**config.mk**
```make
export PLATFORM = sky130hd
export DESIGN_NAME = max7219_display_driver
export DESIGN_NICKNAME = d
export VERILOG_FILES = /design/src/rtl/max7219_pkg.sv /design/src/rtl/max7219_display_driver_bin2bcd_seq.sv /design/src/rtl/max7219_display_driver.sv
export SDC_FILE = /design/constraint.sdc
export NUM_CORES = 1
export LEC_CHECK = 0
export CAP_MARGIN = 15
export CORE_ASPECT_RATIO = 0.75
export CORE_UTILIZATION = 58
export CTS_CLUSTER_DIAMETER = 150
export DETAILED_ROUTE_END_ITERATION = 8
export GPL_TIMING_DRIVEN = 0
export PLACE_DENSITY = 0.77
export SLEW_MARGIN = 20
export SYNTH_ARGS = -nofsm -noshare
export SYNTH_HDL_FRONTEND = slang
export SYNTH_SLANG_ARGS = --single-unit
export TNS_END_PERCENT = 100
```
**constraint.sdc**
```tcl
create_clock -name clock -period 5.3 [get_ports clock]
set_clock_uncertainty 0.1 [all_clocks]
set_input_delay 0.795 -clock clock [delete_from_list [all_inputs] [get_ports clock]]
set_output_delay 0.795 -clock clock [all_outputs]
set_load 0.05 [all_outputs]
```
**src/rtl/max7219_pkg.sv**
```systemverilog
`timescale 1ns/1ps
`default_nettype none
// ============================================================================
// Module   : max7219_pkg
// Purpose  : Shared constants, FSM encoding and frame builders for the
//            MAX7219 eight-digit display driver.
// Revision : 1.0  initial release
// ============================================================================
package max7219_pkg;

    localparam int FRAME_W     = 16;
    localparam int BIN_W       = 32;
    localparam int BCD_DIGITS  = 10;
    localparam int INIT_FRAMES = 6;

    localparam logic [3:0] REG_DECODE    = 4'h9;
    localparam logic [3:0] REG_INTENSITY = 4'hA;
    localparam logic [3:0] REG_SCANLIMIT = 4'hB;
    localparam logic [3:0] REG_SHUTDOWN  = 4'hC;
    localparam logic [3:0] REG_TEST      = 4'hF;
    localparam logic [3:0] CODEB_BLANK   = 4'hF;

    typedef logic [1:0] state_t;
    localparam state_t ST_INIT        = 2'd0;
    localparam state_t ST_IDLE        = 2'd1;
    localparam state_t ST_CONVERT     = 2'd2;
    localparam state_t ST_SEND_DIGITS = 2'd3;

    // Entry 0 is sent first; the intensity data byte is filled in by init_frame.
    localparam logic [INIT_FRAMES-1:0][FRAME_W-1:0] INIT_TABLE = {
        {4'h0, REG_SHUTDOWN,  8'h01},
        {4'h0, REG_SCANLIMIT, 8'h07},
        {4'h0, REG_INTENSITY, 8'h00},
        {4'h0, REG_DECODE,    8'hFF},
        {4'h0, REG_TEST,      8'h00},
        {4'h0, REG_SHUTDOWN,  8'h00}
    };

    function automatic logic [FRAME_W-1:0] init_frame(input logic [2:0] idx,
                                                      input logic [3:0] intensity);
        logic [FRAME_W-1:0] f;
        f = INIT_TABLE[idx];
        if (idx == 3'd3) begin
            f[3:0] = intensity;
        end
        return f;
    endfunction

    // Digit idx (0 = units) goes to register idx+1; it is blanked when it and
    // every more significant shown digit are zero, except the units digit.
    function automatic logic [FRAME_W-1:0] digit_frame(input logic [31:0] bcd,
                                                       input logic [2:0]  idx,
                                                       input logic        blank_en);
        logic [3:0] nib;
        logic       upper_zero;
        nib        = 4'h0;
        upper_zero = 1'b1;
        for (int j = 0; j < 8; j++) begin
            if (j[2:0] == idx) begin
                nib = bcd[4*j +: 4];
            end
            if (j >= int'(idx) && bcd[4*j +: 4] != 4'h0) begin
                upper_zero = 1'b0;
            end
        end
        if (blank_en && idx != 3'd0 && upper_zero) begin
            nib = CODEB_BLANK;
        end
        return {4'h0, {1'b0, idx} + 4'd1, 4'h0, nib};
    endfunction

endpackage
`default_nettype wire

```
**src/rtl/max7219_display_driver_bin2bcd_seq.sv**
```systemverilog
`timescale 1ns/1ps
`default_nettype none
// ============================================================================
// Module   : bin2bcd_seq
// Purpose  : Sequential double-dabble, 32-bit binary to 10 BCD digits,
//            one bit per clock with a start/done handshake.
// Revision : 1.0  initial release
// ============================================================================
module bin2bcd_seq
    import max7219_pkg::*;
(
    input  logic                    clock,
    input  logic                    reset,
    input  logic                    start,
    input  logic [BIN_W-1:0]        bin,
    output logic                    busy,
    output logic                    done,
    output logic [4*BCD_DIGITS-1:0] bcd
);

    logic [BIN_W-1:0]        bin_q,  bin_d;
    logic [4*BCD_DIGITS-1:0] bcd_q,  bcd_d;
    logic [4:0]              cnt_q,  cnt_d;
    logic                    busy_q, busy_d;
    logic                    done_q, done_d;
    logic [4*BCD_DIGITS-1:0] w_adj;

    for (genvar g = 0; g < BCD_DIGITS; g++) begin : g_adj
        assign w_adj[4*g +: 4] = (bcd_q[4*g +: 4] >= 4'd5) ? bcd_q[4*g +: 4] + 4'd3
                                                           : bcd_q[4*g +: 4];
    end

    always_comb begin
        bin_d  = bin_q;
        bcd_d  = bcd_q;
        cnt_d  = cnt_q;
        busy_d = busy_q;
        done_d = 1'b0;
        if (start && !busy_q) begin
            bin_d  = bin;
            bcd_d  = '0;
            cnt_d  = '0;
            busy_d = 1'b1;
        end else if (busy_q) begin
            {bcd_d, bin_d} = {w_adj[4*BCD_DIGITS-2:0], bin_q, 1'b0};
            cnt_d          = cnt_q + 5'd1;
            if (cnt_q == 5'd31) begin
                busy_d = 1'b0;
                done_d = 1'b1;
            end
        end
    end

    always_ff @(posedge clock or posedge reset) begin
        if (reset) begin
            bin_q  <= '0;
            bcd_q  <= '0;
            cnt_q  <= '0;
            busy_q <= 1'b0;
            done_q <= 1'b0;
        end else begin
            bin_q  <= bin_d;
            bcd_q  <= bcd_d;
            cnt_q  <= cnt_d;
            busy_q <= busy_d;
            done_q <= done_d;
        end
    end

    assign busy = busy_q;
    assign done = done_q;
    assign bcd  = bcd_q;

endmodule
`default_nettype wire

```
**src/rtl/max7219_display_driver.sv**
```systemverilog
`timescale 1ns/1ps
`default_nettype none
// ============================================================================
// Module   : max7219_display_driver
// Purpose  : Configures a MAX7219 and shows a 32-bit count in decimal on its
//            eight digits, refreshing whenever the input value changes.
// Revision : 1.0  initial release
// ============================================================================
module max7219_display_driver
    import max7219_pkg::*;
#(
    parameter int         CLK_DIV       = 2,
    parameter logic [3:0] INTENSITY     = 4'h8,
    parameter bit         BLANK_LEADING = 1'b1
) (
    input  logic        clock,
    input  logic        reset,
    input  logic [31:0] data_in,
    output logic        max_din,
    output logic        max_clk,
    output logic        max_cs,
    output logic        busy,
    output logic        init_done
);

    localparam int               DIV_W    = (CLK_DIV > 1) ? $clog2(CLK_DIV) : 1;
    localparam logic [DIV_W-1:0] DIV_LAST = DIV_W'(CLK_DIV - 1);
    localparam logic [5:0]       PH_GAP   = 6'd32;

    state_t        state_q,      state_d;
    logic [2:0]    init_idx_q,   init_idx_d;
    logic [2:0]    dig_idx_q,    dig_idx_d;
    logic          first_q,      first_d;
    logic          init_done_q,  init_done_d;
    logic [31:0]   last_val_q,   last_val_d;
    logic          start_q,      start_d;

    logic                fr_active_q, fr_active_d;
    logic [FRAME_W-1:0]  fr_shift_q,  fr_shift_d;
    logic [5:0]          fr_ph_q,     fr_ph_d;
    logic [DIV_W-1:0]    fr_div_q,    fr_div_d;
    logic                cs_q,        cs_d;
    logic                clk_q,       clk_d;
    logic                din_q,       din_d;

    logic                w_load;
    logic [FRAME_W-1:0]  w_load_data;
    logic                w_div_end;
    logic                w_fr_done;
    logic [5:0]          w_next_ph;
    logic                w_bcd_busy;
    logic                w_bcd_done;
    logic [39:0]         w_bcd;
    logic                w_unused;

    bin2bcd_seq u_bin2bcd (
        .clock (clock),
        .reset (reset),
        .start (start_q),
        .bin   (last_val_q),
        .busy  (w_bcd_busy),
        .done  (w_bcd_done),
        .bcd   (w_bcd)
    );

    // Digits 9-10 are dropped: the display shows the value modulo 1e8.
    assign w_unused  = &{1'b0, w_bcd_busy, w_bcd[39:32]};

    assign w_div_end = (fr_div_q == DIV_LAST);
    assign w_fr_done = fr_active_q && w_div_end && (fr_ph_q == PH_GAP);
    assign w_next_ph = fr_ph_q + 6'd1;

    always_comb begin
        state_d     = state_q;
        init_idx_d  = init_idx_q;
        dig_idx_d   = dig_idx_q;
        first_d     = first_q;
        init_done_d = init_done_q;
        last_val_d  = last_val_q;
        start_d     = 1'b0;
        w_load      = 1'b0;
        w_load_data = '0;
        case (state_q)
            ST_INIT: begin
                if (!fr_active_q) begin
                    w_load      = 1'b1;
                    w_load_data = init_frame(init_idx_q, INTENSITY);
                end else if (w_fr_done) begin
                    if (init_idx_q == 3'(INIT_FRAMES - 1)) begin
                        state_d     = ST_IDLE;
                        init_done_d = 1'b1;
                        first_d     = 1'b1;
                    end else begin
                        init_idx_d  = init_idx_q + 3'd1;
                        w_load      = 1'b1;
                        w_load_data = init_frame(init_idx_q + 3'd1, INTENSITY);
                    end
                end
            end
            ST_IDLE: begin
                if (first_q || data_in != last_val_q) begin
                    last_val_d = data_in;
                    first_d    = 1'b0;
                    start_d    = 1'b1;
                    state_d    = ST_CONVERT;
                end
            end
            ST_CONVERT: begin
                if (w_bcd_done) begin
                    state_d     = ST_SEND_DIGITS;
                    dig_idx_d   = 3'd0;
                    w_load      = 1'b1;
                    w_load_data = digit_frame(w_bcd[31:0], 3'd0, BLANK_LEADING);
                end
            end
            ST_SEND_DIGITS: begin
                if (w_fr_done) begin
                    if (dig_idx_q == 3'd7) begin
                        state_d = ST_IDLE;
                    end else begin
                        dig_idx_d   = dig_idx_q + 3'd1;
                        w_load      = 1'b1;
                        w_load_data = digit_frame(w_bcd[31:0], dig_idx_q + 3'd1, BLANK_LEADING);
                    end
                end
            end
            default: state_d = ST_INIT;
        endcase
    end

    // Half-phases 0..31 carry the 16 bits (even = SCLK low); phase 32 is the
    // LOAD-high gap. A new frame can start on the edge that ends the gap.
    always_comb begin
        fr_active_d = fr_active_q;
        fr_shift_d  = fr_shift_q;
        fr_ph_d     = fr_ph_q;
        fr_div_d    = fr_div_q;
        cs_d        = cs_q;
        clk_d       = clk_q;
        din_d       = din_q;
        if (w_load) begin
            fr_active_d = 1'b1;
            fr_shift_d  = {w_load_data[FRAME_W-2:0], 1'b0};
            fr_ph_d     = '0;
            fr_div_d    = '0;
            cs_d        = 1'b0;
            clk_d       = 1'b0;
            din_d       = w_load_data[FRAME_W-1];
        end else if (w_fr_done) begin
            fr_active_d = 1'b0;
        end else if (fr_active_q) begin
            if (w_div_end) begin
                fr_div_d = '0;
                fr_ph_d  = w_next_ph;
                if (w_next_ph == PH_GAP) begin
                    clk_d = 1'b0;
                    cs_d  = 1'b1;
                end else begin
                    clk_d = w_next_ph[0];
                    if (!w_next_ph[0]) begin
                        din_d      = fr_shift_q[FRAME_W-1];
                        fr_shift_d = {fr_shift_q[FRAME_W-2:0], 1'b0};
                    end
                end
            end else begin
                fr_div_d = fr_div_q + DIV_W'(1);
            end
        end
    end

    always_ff @(posedge clock or posedge reset) begin
        if (reset) begin
            state_q     <= ST_INIT;
            init_idx_q  <= '0;
            dig_idx_q   <= '0;
            first_q     <= 1'b0;
            init_done_q <= 1'b0;
            last_val_q  <= '0;
            start_q     <= 1'b0;
            fr_active_q <= 1'b0;
            fr_shift_q  <= '0;
            fr_ph_q     <= '0;
            fr_div_q    <= '0;
            cs_q        <= 1'b1;
            clk_q       <= 1'b0;
            din_q       <= 1'b0;
        end else begin
            state_q     <= state_d;
            init_idx_q  <= init_idx_d;
            dig_idx_q   <= dig_idx_d;
            first_q     <= first_d;
            init_done_q <= init_done_d;
            last_val_q  <= last_val_d;
            start_q     <= start_d;
            fr_active_q <= fr_active_d;
            fr_shift_q  <= fr_shift_d;
            fr_ph_q     <= fr_ph_d;
            fr_div_q    <= fr_div_d;
            cs_q        <= cs_d;
            clk_q       <= clk_d;
            din_q       <= din_d;
        end
    end

    assign max_cs    = cs_q;
    assign max_clk   = clk_q;
    assign max_din   = din_q;
    assign busy      = (state_q != ST_IDLE);
    assign init_done = init_done_q;

endmodule
`default_nettype wire

```
; Word level (Yosys, flattened, before mapping)
; Memory sizes are Yosys's and may differ from the RTL's.
; Cells that the tools add are included.
[totals]
reg_bits = 149
rom_bits = 256
in_bits = 34
output_inout_bits = 5
n_memories = 2
[classes]
addsub = 16
order_cmp = 19
eq_ne = 30
n_mux = 111
bitwise = 1
n_reduce_logical = 41
[mem_list]
columns = name, depth, word_bits, rd, rd_ports_with_merged_regs, wr, line
row1 = (no name shown), 8, 16, 1, 0, 0, max7219_pkg.sv:42  ; f = INIT_TABLE[idx];
row2 = (no name shown), 8, 16, 1, 0, 0, max7219_pkg.sv:42
[ops]
columns = operator, n
row1 = 16-bit two-way mux, 11
row2 = 4-bit two-way mux, 20
row3 = 40-bit two-way mux, 2
row4 = 32-bit two-way mux, 2
row5 = 1-bit two-way mux, 51
row6 = 16-bit one-hot mux with 3 select lines, 1
row7 = "4-bit by 3-bit greater-or-equal comparator with 1-bit output, second input constant", 10
row8 = "4-bit by 2-bit adder with 4-bit output, second input constant", 9
row9 = 32-bit != test, 1
row10 = 4-bit nonzero test, 8
row11 = 12-bit two-way mux, 2
row12 = 6-bit two-way mux, 4
row13 = "2-bit != test, second input constant", 10
row14 = 4-bit AND reduction, 4
row15 = 2-bit two-way mux, 7
row16 = 2-bit nonzero test, 7
row17 = "3-bit equality test, first input constant", 4
row18 = "6-bit equality test, second input constant", 2
row19 = 3-bit two-way mux, 4
row20 = 1-bit logical AND, 11
row21 = 5-bit two-way mux, 2
row22 = 5-bit AND reduction, 2
row23 = "3-bit greater-or-equal comparator, first input constant", 3
row24 = 9-bit two-way mux, 1
row25 = other kinds (30), 40

; Longest topological paths before layout
[depth]
word_depth = 20
ltp_mapped = 12
mapped_depth_nobuf = 8

; Modules after synthesis
; A second synthesis with hierarchy kept.
[hier_totals]
cells_unflattened = 836
hier_area_um2 = 8564.5
[by_module_without_submodules]
columns = mod, instances, cells_per_inst, area_per_inst_um2, seq_area_each_um2
row1 = max7219_display_driver, 1, 421, 4331.7, 1727.9
row2 = bin2bcd_seq, 1, 415, 4232.8, 1976.9

; Worst setup path before layout
; OpenSTA, ideal clock, no wires.
[synth_path]
path_type = register to register
startpoint = register dig_idx_q[0]
endpoint = register fr_shift_q[1]
setup_time_ns = 0.066
t_arrival_ns = 2.659
setup_slack_ns = 2.475
stages_incl_launch_ff = 12
n_path_buf = 3
period_less_slack_ns = 2.825
path_cell_list = dfrtp_1 > buf_2 > buf_1 > inv_1 > ha_1 > clkbuf_1 > or3_1 > o2111ai_1 > a21oi_1 > or3_1 > a311oi_1 > a221o_1
[synth_via]
elab_chain_cells = 20
elab_cells_between_ends = 59
cone_classes = add/sub (1) / order compare (7) / eq/ne (11) / mux (27) / reduce/logical (13)
[synth_lines]
columns = item, line
row1 = "start, declared", max7219_display_driver.sv:32  ; logic [2:0] dig_idx_q, dig_idx_d;
row2 = "start signal, assigned", max7219_display_driver.sv:190  ; dig_idx_q <= dig_idx_d;
row3 = 3-bit by 1-bit adder with 3-bit output, max7219_display_driver.sv:123  ; w_load_data = digit_frame(w_bcd[31:0], dig_idx_q + 3'd1, BLANK_LEADING);
row4 = 1-bit by 3-bit greater-or-equal comparator with 1-bit output, max7219_pkg.sv:62  ; if (j >= int'(idx) && bcd[4*j +: 4] != 4'h0) begin
row5 = 1-bit logical AND, max7219_pkg.sv:62
row6 = 1-bit two-way mux (8 in series), max7219_pkg.sv:62
row7 = 1-bit two-way mux, max7219_display_driver.sv:118  ; if (dig_idx_q == 3'd7) begin
row8 = 1-bit two-way mux, max7219_display_driver.sv:117  ; if (w_fr_done) begin
row9 = 1-bit two-way mux, max7219_display_driver.sv:83  ; case (state_q)
row10 = 1-bit logical AND, max7219_pkg.sv:66  ; if (blank_en && idx != 3'd0 && upper_zero) begin
row11 = 4-bit two-way mux, max7219_pkg.sv:66
row12 = 12-bit two-way mux, max7219_display_driver.sv:118
row13 = 12-bit two-way mux, max7219_display_driver.sv:117
row14 = 16-bit one-hot mux with 3 select lines, max7219_display_driver.sv:83
row15 = 16-bit two-way mux, max7219_display_driver.sv:141  ; if (w_load) begin
row16 = "end signal, assigned", max7219_display_driver.sv:196  ; fr_shift_q <= fr_shift_d;
row17 = "end, declared", max7219_display_driver.sv:39  ; logic [FRAME_W-1:0] fr_shift_q, fr_shift_d;
; Several ways; a longest one is shown, not always the timed one. The select of a mux whose other input is x is not followed.
; A chain may end at the register's enable or synchronous reset.

; Final worst setup path
[layout_path]
startpoint = register dig_idx_q[0]
endpoint = register fr_shift_q[2]
; The elaborated chain is that of the path after synthesis.

==> impl_metrics.json <==
{
  "portBuffers": 38,
  "start_util_pct": 59.30,
  "slowest_delay_ns": 0.44,
  "fp-row-count": 37,
  "rr_startpoint": "dig_idx_q[0]",
  "cts_tree": "done",
  "tightest_slew_ns": 0.7573,
  "cp_num_buf_inv": 5,
  "fmax_ghz": 0.2887,
  "grt_pass1_wl_um": 32370,
  "start_kind": "flop",
  "ys.flop_type": "dfrtp_1",
  "p_leak_nw": 3.994,
  "crit_family": "buffers and inverters",
  "async_flop_share_pct": 100.0,
  "dp_hpwl_um": 14180,
  "overflow": 0,
  "cts_sinks": 140,
  "ys_ff_latch": 140,
  "die_area_um2": 14490,
  "fin_crit_ns": 3.463,
  "status": "finished clean",
  "arrival_ns": 3.71,
  "reg2reg_depth": 12,
  "cts_hold_buf": 0,
  "crit_fanout": 10,
  "core-area_um2": 13700,
  "slowest_stage": "dfrtp_1",
  "yosysUniqueCellTypes": 68,
  "clk_latency_ns": 0.43,
  "worstPathRequired_ns": 5.55,
  "hold_class": "flop to flop",
  "period_share_pct": 65.34,
  "synthesis.nets": 933,
  "routabilityCongestion": 0.9253,
  "rsz0062_at_grt": "false",
  "worstSetupPathType": "flop to flop",
  "yosysWarnings": 0,
  "grt_max_degree": 77,
  "postSynthAreaPerCell_um2": 9.449,
  "critPathCaptureType": "flop",
  "grt_usage_pct": 28.86,
  "cts_setup_buffers": 0,
  "dr.pass1.iters": 5,
  "via_per_inst": 6.063,
  "power_w": 0.004304,
  "cts_max_level": 4,
  "io-pin-count": 39,
  "first_iter_violations": 666,
  "wl_per_cell_um": 18.10,
  "clock-root-buffer": "clkbuf_16",
  "dieHeight_um": 104.5,
  "hold_path_depth": 2,
  "path_clk_slew_ns": 0.07,
  "ir_worst_vdd_mv": 0.2302,
  "finalSetupViolations": 0,
  "cp.depth": 12,
  "pwr_density_cell_nw_per_um2": 460.0,
  "regToRegSetupSlack_ns": 1.84,
  "grt_pass1_vias": 6225,
  "antenna_cells": 0,
  "synth_area_um2": 8127,
  "holdPathEnd": "u_bin2bcd.bin_q[24]",
  "min_from": "u_bin2bcd.bin_q[23]",
  "cts_buffers": 17,
  "vias": 6706,
  "antenna_left": 0,
  "syn_inst": 860,
  "ys_seq_area_share_pct": 43.13,
  "slew_violations": 0,
  "drive_gt1_share_pct": 10.10,
  "wirelength_um": 20010,
  "drcViolationCount": 0,
  "grt_antenna_before_repair": 0,
  "slew_headroom_pct": 49.51,
  "cp_common_cell": "clkbuf_1",
  "die_w_um": 138.7,
  "layout.nets": 991,
  "worstPathCellList": "buf_2 -> buf_1 -> inv_1 -> ha_1 -> clkbuf_1 -> clkbuf_1 -> o21bai_1 -> a22oi_1 -> nor4_1 -> nand3_1 -> a41o_1 -> a31oi_1",
  "synth-edff-count": 0,
  "hold_viol_final": 0,
  "ctsResizeCount": 0,
  "max_cap_violations": 0,
  "r2r_end": "fr_shift_q[2]",
  "fin_tns_setup_ns": 0,
  "area_delta_synth_final_pct": 15.15,
  "cts.path.max_buffers": 2
}
cells by family after synthesis:
kind of cell               count (synthesis)  share of synthesized area (%)
adders and majority gates                 39                          6.005
muxes                                     72                          9.407
AOI/OAI and AO/OA                        207                          15.90
and+or+nand+nor                          271                          15.98
xor gates and xnor gates                  51                          5.497
DFF                                      140                          43.13
buffers and inverters                     80                          4.080
worst max path at each step:
stage / end / start / slack, ns
6_report: fr_shift_q[2] / dig_idx_q[0] / 1.84
5_1_grt: fr_shift_q[2] / dig_idx_q[0] / 1.55
4_1_cts: fr_shift_q[2] / dig_idx_q[0] / 1.88
3_5_place_dp: last_val_q[0] / data_in[1] / 1.84
3_3_place_gp: u_bin2bcd.bcd[12] / reset / -1.32
2_1_floorplan: dig_idx_q[0] / reset / 0.65
report_power, final:
group / switching (W) / internal [W] / leakage [nW]
Combinational: 0.000688 / 0.000590 / 1.92
Sequential: 0.000390 / 0.00143 / 1.78
Clock: 0.000536 / 0.000673 / 0.291
Total: 0.00161 / 0.00269 / 3.99
state kept, by name, indices dropped and copies added (netlist names), 2 cells and up:
register,flops
u_bin2bcd.bin_q,32
u_bin2bcd.bcd,32
fr_shift_q,15
fr_ph_q,6
dig_idx_q,3
u_bin2bcd.cnt_q,5
init_idx_q,3
state_q,2
last_val_q,32
synthesized netlist by cell type (3+ instances only):
master / instances / share of area, %
nor3b_1: 11 / 1.0
and3_1: 4 / 0.31
nor3_1: 7 / 0.43
nand3_1: 16 / 0.99
dfrtp_1: 139 / 43
inv_1: 33 / 1.5
buf_1: 5 / 0.23
xnor2_1: 18 / 1.9
a22o_1: 6 / 0.65
a21o_1: 3 / 0.28
nand2b_1: 22 / 1.7
and2_1: 5 / 0.38
buf_2: 10 / 0.62
o21bai_1: 6 / 0.55
a31oi_1: 4 / 0.31
ha_1: 39 / 6.0
a211oi_1: 4 / 0.37
a221oi_1: 4 / 0.43
nor2_1: 37 / 1.7
o2111ai_1: 3 / 0.32
o21ai_0: 90 / 5.5
o21a_1: 3 / 0.28
o22ai_1: 3 / 0.23
a22oi_1: 3 / 0.28
mux2_2: 35 / 4.8
xor2_1: 33 / 3.6
o31ai_1: 18 / 1.7
nor2b_1: 6 / 0.46
or3_1: 4 / 0.31
o211ai_1: 3 / 0.28
nor4_1: 9 / 0.69
mux2i_1: 37 / 4.6
nand2_1: 130 / 6.0
a21oi_1: 35 / 2.2
clkbuf_1: 28 / 1.3
nand4_1: 6 / 0.46
stage by stage:
stage / setup WS, ns / area [um^2] / hold slack [ns] / std cells / util (%)
after floorplan: 0.6538 / 8127 / 0.3478 / 860 / -
after global placement: -1.321 / 8726 / 0.3596 / 1073 / 63.68
after detailed placement: 1.841 / 8761 / 0.3657 / 1074 / 63.93
after CTS: 1.885 / 9358 / 0.3804 / 1106 / 68.29
after global routing: 1.547 / 9358 / 0.4045 / 1106 / 68.29
final: 1.837 / 9358 / 0.3815 / 1106 / 68.29
layout make-up:
| cell class | count | area (um^2) |
|---|---|---|
| Buffer | 46 | 203.9 |
| Clock buffer | 17 | 425.4 |
| Clock inverter | 15 | 171.4 |
| Fill cell | 1075 | 4345 |
| Inverter | 34 | 135.1 |
| Multi-Input combinational cell | 640 | 4290 |
| Sequential cell | 140 | 3505 |
| Tap cell | 175 | 219.0 |
| Timing Repair Buffer | 39 | 407.9 |
placed cells by master, fill, tap and decap left out, drive strengths merged, types with 4 or more instances in the layout:
cell           netlist  layout
a221oi               4       4
o31ai               18      18
nand3               16      16
dfrtp              139     139
clkinv               1       5
nor3                 7       7
mux2                35      35
xor2                33      33
or3                  4       4
and3                 6       6
nor2                38      38
a21oi               35      35
a22o                 6       6
a21o                 4       4
nand4                6       6
clkdlybuf4s50        0      38
xnor2               18      18
nor2b                6       6
ha                  39      39
a211oi               4       4
a31oi                4       4
nand2              130     130
clkbuf              30      47
nor3b               12      12
buf                 16      17
mux2i               37      37
inv                 33      42
and2                 6       6
nand2b              22      22
o21bai               6       6
nor4                 9       9
o21ai               90      90
layer usage:
layer,vias up,routed length (um),global-route usage (%)
li1,3144,-,-
met1,3265,9373,42.54
met2,271,8782,42.35
met3,26,1553,5.479
met4,0,306,10.40
met5,-,0,0
worst register-to-register path: cells and delay by family (launching register included):
family | cells | cell delay (ns)
AOI/OAI and AO/OA | 4 | 0.75
DFF | 1 | 0.44
and+or+nand+nor | 2 | 0.56
buffers and inverters | 5 | 1.25
adders and majority gates | 1 | 0.29
Power figures use the tool's default switching activity.
==> edit (same flow settings) <==
`fr_shift_q` no longer has a reset.
--- a/src/rtl/max7219_display_driver.sv
+++ b/src/rtl/max7219_display_driver.sv
@@ -178,7 +178,6 @@
             last_val_q  <= '0;
             start_q     <= 1'b0;
             fr_active_q <= 1'b0;
-            fr_shift_q  <= '0;
             fr_ph_q     <= '0;
             fr_div_q    <= '0;
             cs_q        <= 1'b1;
@@ -193,7 +192,6 @@
             last_val_q  <= last_val_d;
             start_q     <= start_d;
             fr_active_q <= fr_active_d;
-            fr_shift_q  <= fr_shift_d;
             fr_ph_q     <= fr_ph_d;
             fr_div_q    <= fr_div_d;
             cs_q        <= cs_d;
@@ -202,6 +200,10 @@
         end
     end
 
+    always_ff @(posedge clock) begin
+        fr_shift_q <= fr_shift_d;
+    end
+
     assign max_cs    = cs_q;
     assign max_clk   = clk_q;
     assign max_din   = din_q;
Check against the original RTL: no difference found for any inputs over 10 cycles, from zero or initial values and one cycle with reset high; that may be too few to reach the edited logic, so the function may still have changed.
==> edit against the original RTL <==
Sequential cell count stayed put. Routed wire length is 0.55% lower. Synthesized area is 2.6% lower. Worst setup slack worse by 0.21 ns. Die area is 2.5% lower. Sequential share of layout area is 1.7 points higher. Hold slack better by 0.012 ns. Core utilization is 1.3 points higher. Cell area is 2.3% lower. Non-clock buffer count is 6 lower. Power is 1.3% lower. Largest power group unchanged.
==> edit: results (changes against the original RTL) <==
| Metric | Value |
|---|---|
| Fillcell total | `949 (-12%)` |
| Status | `finished clean` |
| M1 GR Usage | `41.8% (-0.79 points)` |
| Routability cong. | `0.891 (-3.7%)` |
| Grt met2 use | `47.7% (+5.3 points)` |
| Fin crit period | `3.67 ns (+0.205 ns)` |
| Gate power share | `29.4% (-0.3 points)` |
| Post-synth top cells | `dfrtp_1, nand2_1, o21ai_0, nor2_1, ha_1` |
| P&R area growth vs syn | `15.5%` |
| Total GRT Usage | `30.1% (+1.2 points)` |
| Cell area after placement | `8540 um^2 (-2.5%)` |
| Count of plain and timing-repair buffers | `79 (-7.1%)` |
| Sequential cell area | `3580 um^2 (+2.1%)` |
| Drt wl/cell | `18.8 um (+4.1%)` |
| Syn Nets | `887 (-4.9%)` |
| Clock power frac | `28.3% (+0.2 points)` |
| Post-Route WL | `19,900 um (-0.55%)` |
| DRT iter0 DRCs | `553 (-17%)` |
| Slack of the worst reg-to-reg path | `1.63 ns (-0.21 ns)` |
| NonClk Buf Share | `6.17% (-0.37 points)` |
| Via density | `6.06 (-0.12%)` |
| Multi-input combinational area share | `44.3% (-1.5 points)` |
| Met3 usage | `5.99% (+0.52 points)` |
| M1 WL | `8950 um (-4.5%)` |
| Worst r2r path cells | `9 (-3)` |
| WL met3 | `1570 um (+0.97%)` |
| CP peak stage delay | `0.54 ns (+0.10 ns)` |
| Top cells by area, synth | `dfrtp_1, ha_1, edfxtp_1` |
| Placed cells | `1,025 (-4.6%)` |
| First-pass GRT wire length | `31,800 um (-1.7%)` |
| Reg2reg end | `fr_shift_q[4]` |
| Fin Hold WS | `0.393 ns (+0.0117 ns)` |
| Hold Startpoint | `u_bin2bcd.bin_q[20]` |
==> edit: cell count changes after synthesis, moves of 6 or more <==
| cell | unedited run | this run |
|---|---|---|
| mux2_1 | 0 | 32 |
| mux2_2 | 35 | 3 |
| dfrtp_1 | 139 | 124 |
| edfxtp_1 | 0 | 15 |
| a21oi_1 | 35 | 22 |
| nand2_1 | 130 | 120 |
| o21ai_1 | 0 | 6 |
| o21bai_1 | 6 | 0 |
==> edit: cell families after synthesis <==
logic type	count (synthesis)	synth area share [%]
xor+xnor	47	5.20
flops	140	45.2
simple gates	252	15.1
mux	70	9.40
fa+ha+maj	38	6.01
buf+inv	74	3.59
compound gates	194	15.5
==> edit: critical path: cells and delay by family, from the launching register on <==
family	cells	cell delay (ns)
flip-flops	1	0.54
adder cells (fa/ha/maj)	1	0.39
AO/OA/AOI/OAI	4	0.96
AND/OR/NAND/NOR	2	0.96
buffers and inverters	2	0.58
